--- src/rtl/mac_pkg.sv ---
// Shared types and helpers for the FIFO-draining dot-product engine.
// Latency: n/a (types and elaboration-time helpers only).
// Backpressure: n/a.
package mac_pkg;

    // Encoded so that busy is simply "state is not IDLE".
    typedef enum logic [1:0] {
        IDLE = 2'b00,
        RUN  = 2'b01,
        DONE = 2'b10
    } state_t;

    // Width for a counter that must be able to hold the value DEPTH.
    function automatic int cnt_width(input int depth);
        return $clog2(depth + 1);
    endfunction

endpackage

--- src/rtl/mac_accum.sv ---
// Multiply-accumulate datapath: unsigned product added into a running sum.
// Latency: one cycle from acc_en to the updated accumulator; sum is combinational.
// Backpressure: none; accumulates whenever acc_en is high. MAC_SATURATE_EN clamps instead of wrapping.
module mac_accum
    import mac_pkg::*;
#(
    parameter int DATA_WIDTH = 8,
    parameter int ACC_WIDTH  = 24
) (
    input  logic                  clk,
    input  logic                  rst_n,
    input  logic                  clr,
    input  logic                  acc_en,
    input  logic [DATA_WIDTH-1:0] a_data,
    input  logic [DATA_WIDTH-1:0] b_data,
    output logic [ACC_WIDTH-1:0]  sum
);

    logic [2*DATA_WIDTH-1:0] prod;
    logic [ACC_WIDTH-1:0]    prod_ext;
    logic [ACC_WIDTH:0]      sum_wide;
    logic [ACC_WIDTH-1:0]    acc;

    // Product and the next accumulator value; the extra top bit is the carry out.
    always_comb begin
        prod     = {{DATA_WIDTH{1'b0}}, a_data} * {{DATA_WIDTH{1'b0}}, b_data};
        prod_ext = ACC_WIDTH'(prod);
        sum_wide = {1'b0, acc} + {1'b0, prod_ext};
`ifdef MAC_SATURATE_EN
        // Once the carry fires the sum pins at all-ones; adding more keeps it there.
        sum = sum_wide[ACC_WIDTH] ? {ACC_WIDTH{1'b1}} : sum_wide[ACC_WIDTH-1:0];
`else
        sum = sum_wide[ACC_WIDTH-1:0];
`endif
    end

    // Accumulator register; clear wins over accumulate.
    always_ff @(posedge clk or negedge rst_n) begin
        if (!rst_n) begin
            acc <= '0;
        end else if (clr) begin
            acc <= '0;
        end else if (acc_en) begin
            acc <= sum;
        end
    end

endmodule

--- src/rtl/fifo_mac_drain.sv ---
// Pops paired operands from two registered-read FIFOs and emits a DEPTH-term dot product (MAC_SATURATE_EN selects saturation).
// Latency: result_valid pulses two cycles after the last pop of a batch.
// Backpressure: pops only while en=1 and both FIFOs are non-empty; never pops one side alone; no pops in drain/DONE.
module fifo_mac_drain
    import mac_pkg::*;
#(
    parameter int DATA_WIDTH = 8,
    parameter int DEPTH      = 8,
    parameter int ACC_WIDTH  = 24
) (
    input  logic                  clk,
    input  logic                  rst_n,
    input  logic                  en,
    input  logic                  clr,
    input  logic                  a_empty,
    input  logic                  b_empty,
    input  logic [DATA_WIDTH-1:0] a_data,
    input  logic [DATA_WIDTH-1:0] b_data,
    output logic                  a_rden,
    output logic                  b_rden,
    output logic [ACC_WIDTH-1:0]  result,
    output logic                  result_valid,
    output logic                  busy
);

    localparam int             CW      = cnt_width(DEPTH);
    localparam logic [CW-1:0]  DEPTH_C = CW'(DEPTH);
    localparam logic [CW-1:0]  LAST_C  = CW'(DEPTH - 1);

    state_t               state;
    state_t               state_nx;
    logic [CW-1:0]        issued;
    logic [CW-1:0]        done_cnt;
    logic                 vld_q;
    logic                 pop;
    logic                 last_acc;
    logic                 acc_clr;
    logic                 acc_en;
    logic [ACC_WIDTH-1:0] sum;

    // Pop decision and the final-accumulate strobe.
    always_comb begin
        pop      = (state == RUN) && en && !clr && !a_empty && !b_empty && (issued < DEPTH_C);
        last_acc = (state == RUN) && vld_q && (done_cnt == LAST_C);
        acc_clr  = clr || (state != RUN);
        acc_en   = (state == RUN) && vld_q;
    end

    assign a_rden       = pop;
    assign b_rden       = pop;
    assign busy         = (state != IDLE);
    assign result_valid = (state == DONE) && !clr;

    // Next-state logic; clr forces IDLE from anywhere.
    always_comb begin
        state_nx = state;
        if (clr) begin
            state_nx = IDLE;
        end else begin
            case (state)
                IDLE:    if (en) state_nx = RUN;
                RUN:     if (last_acc) state_nx = DONE;
                DONE:    state_nx = en ? RUN : IDLE;
                default: state_nx = IDLE;
            endcase
        end
    end

    // State register.
    always_ff @(posedge clk or negedge rst_n) begin
        if (!rst_n) begin
            state <= IDLE;
        end else begin
            state <= state_nx;
        end
    end

    // Issue/complete counters and the read-data-valid pipeline bit; zero outside RUN.
    always_ff @(posedge clk or negedge rst_n) begin
        if (!rst_n) begin
            issued   <= '0;
            done_cnt <= '0;
            vld_q    <= 1'b0;
        end else if (clr || (state != RUN)) begin
            issued   <= '0;
            done_cnt <= '0;
            vld_q    <= 1'b0;
        end else begin
            if (pop) begin
                issued <= issued + 1'b1;
            end
            if (vld_q) begin
                done_cnt <= done_cnt + 1'b1;
            end
            vld_q <= pop;
        end
    end

    // Capture the completed sum on the edge that adds the last product.
    always_ff @(posedge clk or negedge rst_n) begin
        if (!rst_n) begin
            result <= '0;
        end else if (last_acc && !clr) begin
            result <= sum;
        end
    end

    mac_accum #(
        .DATA_WIDTH (DATA_WIDTH),
        .ACC_WIDTH  (ACC_WIDTH)
    ) u_accum (
        .clk    (clk),
        .rst_n  (rst_n),
        .clr    (acc_clr),
        .acc_en (acc_en),
        .a_data (a_data),
        .b_data (b_data),
        .sum    (sum)
    );

endmodule

--- config.mk ---
export PLATFORM = sky130hd
export DESIGN_NAME = fifo_mac_drain
export DESIGN_NICKNAME = d
export VERILOG_FILES = /design/src/rtl/mac_pkg.sv /design/src/rtl/mac_accum.sv /design/src/rtl/fifo_mac_drain.sv
export SDC_FILE = /design/constraint.sdc
export NUM_CORES = 1
export LEC_CHECK = 0
export BUFFER_PORTS_ARGS = -buffer_cell sky130_fd_sc_hd__buf_2
export CORE_MARGIN = 2
export CORE_UTILIZATION = 50
export DETAILED_ROUTE_END_ITERATION = 10
export GPL_ROUTABILITY_DRIVEN = 1
export PLACE_DENSITY = 0.71
export RECOVER_POWER = 50
export SLEW_MARGIN = 20
export SYNTH_ARGS = -nofsm -noshare
export SYNTH_HDL_FRONTEND = slang
export SYNTH_SLANG_ARGS = --single-unit
--- constraint.sdc ---
create_clock -name clk -period 4.4 [get_ports clk]
set_input_delay 1.1 -clock clk [delete_from_list [all_inputs] [get_ports clk]]
set_output_delay 1.1 -clock clk [all_outputs]
set_load 0.03 [all_outputs]
==> results.md <==
* Largest net degree at the start of global routing at 41
* Setup Skew at about 0.008 ns
* Final setup viols at 32
* R2R cell count at 16
* Commonest cells after routing, fill and taps aside: inv_1, nand2_1, dfrtp_1
* Worst vdd rail ir drop at between 200 and 300 uV
* Flops & latches, synth at 59
* Total CTS buffers at 9
* Cell Area, Synth at 5250 um2
* Failing checks: capacitance limit, slew limit, setup timing
* Design area at 7070 um2
* Least-Margin Pin Slew at about 2.1 ns
* Initial antenna violation count at 0
* Post-synthesis cell type count at between 50 and 60
* Rel. slew slack at -38.9%
* Hold-fix buffers, CTS at 0
* Clk_lat worst skew at between 0.3 and 0.4 ns
* Asr flop ratio synth at 100%
* Worst EP required at 4.67 ns
* Die area at 11300 um2
* WL per Instance at approximately 15 um
* Final Max Tran Viols at 41
* Total number of vias at ~4300
* Commonest non-fill, non-tap cell in the layout: inv_1
* Power per standard cell area at 413 nW/um2
* Final hold vios at 0
* RSZ-0062 raised after global routing: true
* Vias in the first global route at 4361
* CP Class: input pin to flop
* CP max FO at 6
* Ratio of cells with drive above 1 in the final layout at roughly 33%
* Post-route ant nets at 0
* Max-cap violations at 1
* Core area at just over 10000 um2
* Site Rows at 37
* Syn Nets at a little under 700
* Die Y-Extent at approximately 110 um
* Fmax at between 200 and 250 MHz
* Primary FF master, synth: dfrtp_1
* Hold Crit Depth at 2
* FF+latch area at roughly 1500 um2
* Area occupied by multi-input gates at ~4000 um2
* CP endpoint kind: flop
* Final core occ at 68.7%
* Drt initial violations at approximately 140
* Critical path launch point type: input pin
* Gr ovfl total at 0
* Root Driver: clkbuf_8
* Mapped Cells at ~580
* Final worst setup slack at -0.475 ns
* IO Count at 50
* Detailed-placement wirelength estimate at between 9000 and 10000 um
* DRC at 0
* Initial DRT Pass Iterations at 5
* DRT Wirelength at around 13000 um
* Crit path time final at around 4.9 ns
* Total Routing Usage GR at 22.6%
* Layout Nets at 800
* DIE WIDTH at about 110 um
* Worst path arrival time at between 5 and 6 ns
* # fillers at just under 800
* CTS clock-pin slew for the worst setup and hold paths at 0.06 ns
* Ys Warns at 0
* Vias per std cell at 5.26
* CTS H-tree lvls at 3
* Leak at approximately 3.4 nW
* First-pass GRT wire length at 20400 um
* Outcome: finished, violations left
* Clock tree buffer depth at 2
* Clk sinks at just under 60
* Area Growth Syn to Fin at 34.6%
* Worst hold-check path type: flop to flop
* Ant. Diodes at 0
* TritonCTS clock tree: yes
* RePlAce Congestion at about 0.85
* Syn Area/Cell at around 9 um2
* Post-synth EDFFs at 0
* Initial Util at around half
* Placed Area at around 6200 um2
* Final period utilization at 111%
* Sequential cell area fraction in the yosys report at ~28%
* Port bufs at 49
cells in the mapped netlist, types with 5 or more instances:
master    instances  area [um2]
o21a_1            5        37.5
xnor2_1          14         123
mux2i_1          14         140
nor2_1           36         135
nand2_1          96         360
fa_1             50        1000
ha_1             43         538
o21ai_0          18        90.1
dfrtp_1          59        1480
a21oi_1          15        75.1
o21ai_1           6        30.0
and2_1           39         244
xor2_1           13         114
inv_1            97         364
nand3_1           8        40.0
clkbuf_1          9        33.8
layer usage:
metal / share of wire (%) / wire length [um] / vias to the layer above / GRT usage, %
met4: 1.9 / 242 / 0 / 5.01
met2: 55 / 6910 / 90 / 40.9
met5: 0 / 0 / - / 0
li1: - / - / 2056 / -
met3: 3.3 / 415 / 24 / 3.56
met1: 40 / 5000 / 2175 / 28.3
per-stage QoR:
stage                     worst slack (ns)  hold slack (ns)  total power (W)  setup TNS (ns)  std cells
after detailed placement            -0.921            0.461          0.00194          -26.39        797
after floorplan                     -0.541            0.467          0.00149           -9.42        579
after global routing                -0.599            0.490          0.00311          -14.60        826
after CTS                           -0.476            0.477          0.00277          -10.57        822
after global placement              -0.839            0.455          0.00191          -24.20        797
final                               -0.475            0.472          0.00292          -10.45        826
worst max-delay path, cell delays in order:
cell and delay, ns:
buf_4 0.13, nand2_2 0.07, fa_1 0.46, fa_1 0.51, inv_2 0.04, fa_1 0.54, inv_1 0.05, fa_1 0.49
inv_2 0.05, ha_4 0.28, and2_4 0.17, nand3_4 0.09, a211o_4 0.37, a21oi_2 0.15, nor2_2 0.06, or4_1 0.47
nand3_1 0.10
logic make-up (layout without fill, tap and decap cells):
kind of cell | after synthesis | in the layout | synth area share [%]
fa+ha+maj | 93 | 93 | 29.3
simple gates | 201 | 201 | 17.9
compound gates | 74 | 74 | 9.42
flops | 59 | 59 | 28.1
mux | 14 | 14 | 2.67
buf+inv | 111 | 222 | 8.03
xor+xnor | 27 | 27 | 4.51
registers in the layout (all words and copies together), names as in the netlist:
register / cells
issued: 4
result: 24
u_accum.acc: 24
state: 2
done_cnt: 4
vld_q: 1
what timing repair did:
item,4_1_cts,5_1_grt
pin swaps,55,60
gates cloned,0,0
gates resized for setup,100,44
buffers inserted,12,5
setup endpoints to repair,32,32
layout make-up:
type	instances	area share [%]
tap	136	2.41
timing repair buffer	109	12.5
multi-input combinational	409	56.3
clock inverter	5	0.744
inverter	97	5.15
clock buffer	11	2.00
sequential	59	20.9
power by group:
part / internal, W / switching (W) / total [W]
clock network: 0.000274 / 0.000211 / 0.000485
registers: 0.000545 / 0.00000213 / 0.000547
logic: 0.000933 / 0.000951 / 0.00188
final timing paths:
| path | startpoint | to | slack (ns) |
|---|---|---|---|
| max in group asynchronous | rst_n | result[2] | 1.23 |
| min in group asynchronous | rst_n | u_accum.acc[17] | 1.36 |
| min | result[9] | result[9] | 0.47 |
| max | b_data[4] | result[18] | -0.47 |
| min reg2reg | result[9] | result[9] | 0.47 |
| max reg2reg | u_accum.acc[6] | result[18] | -0.01 |
Power figures use the tool's default switching activity.
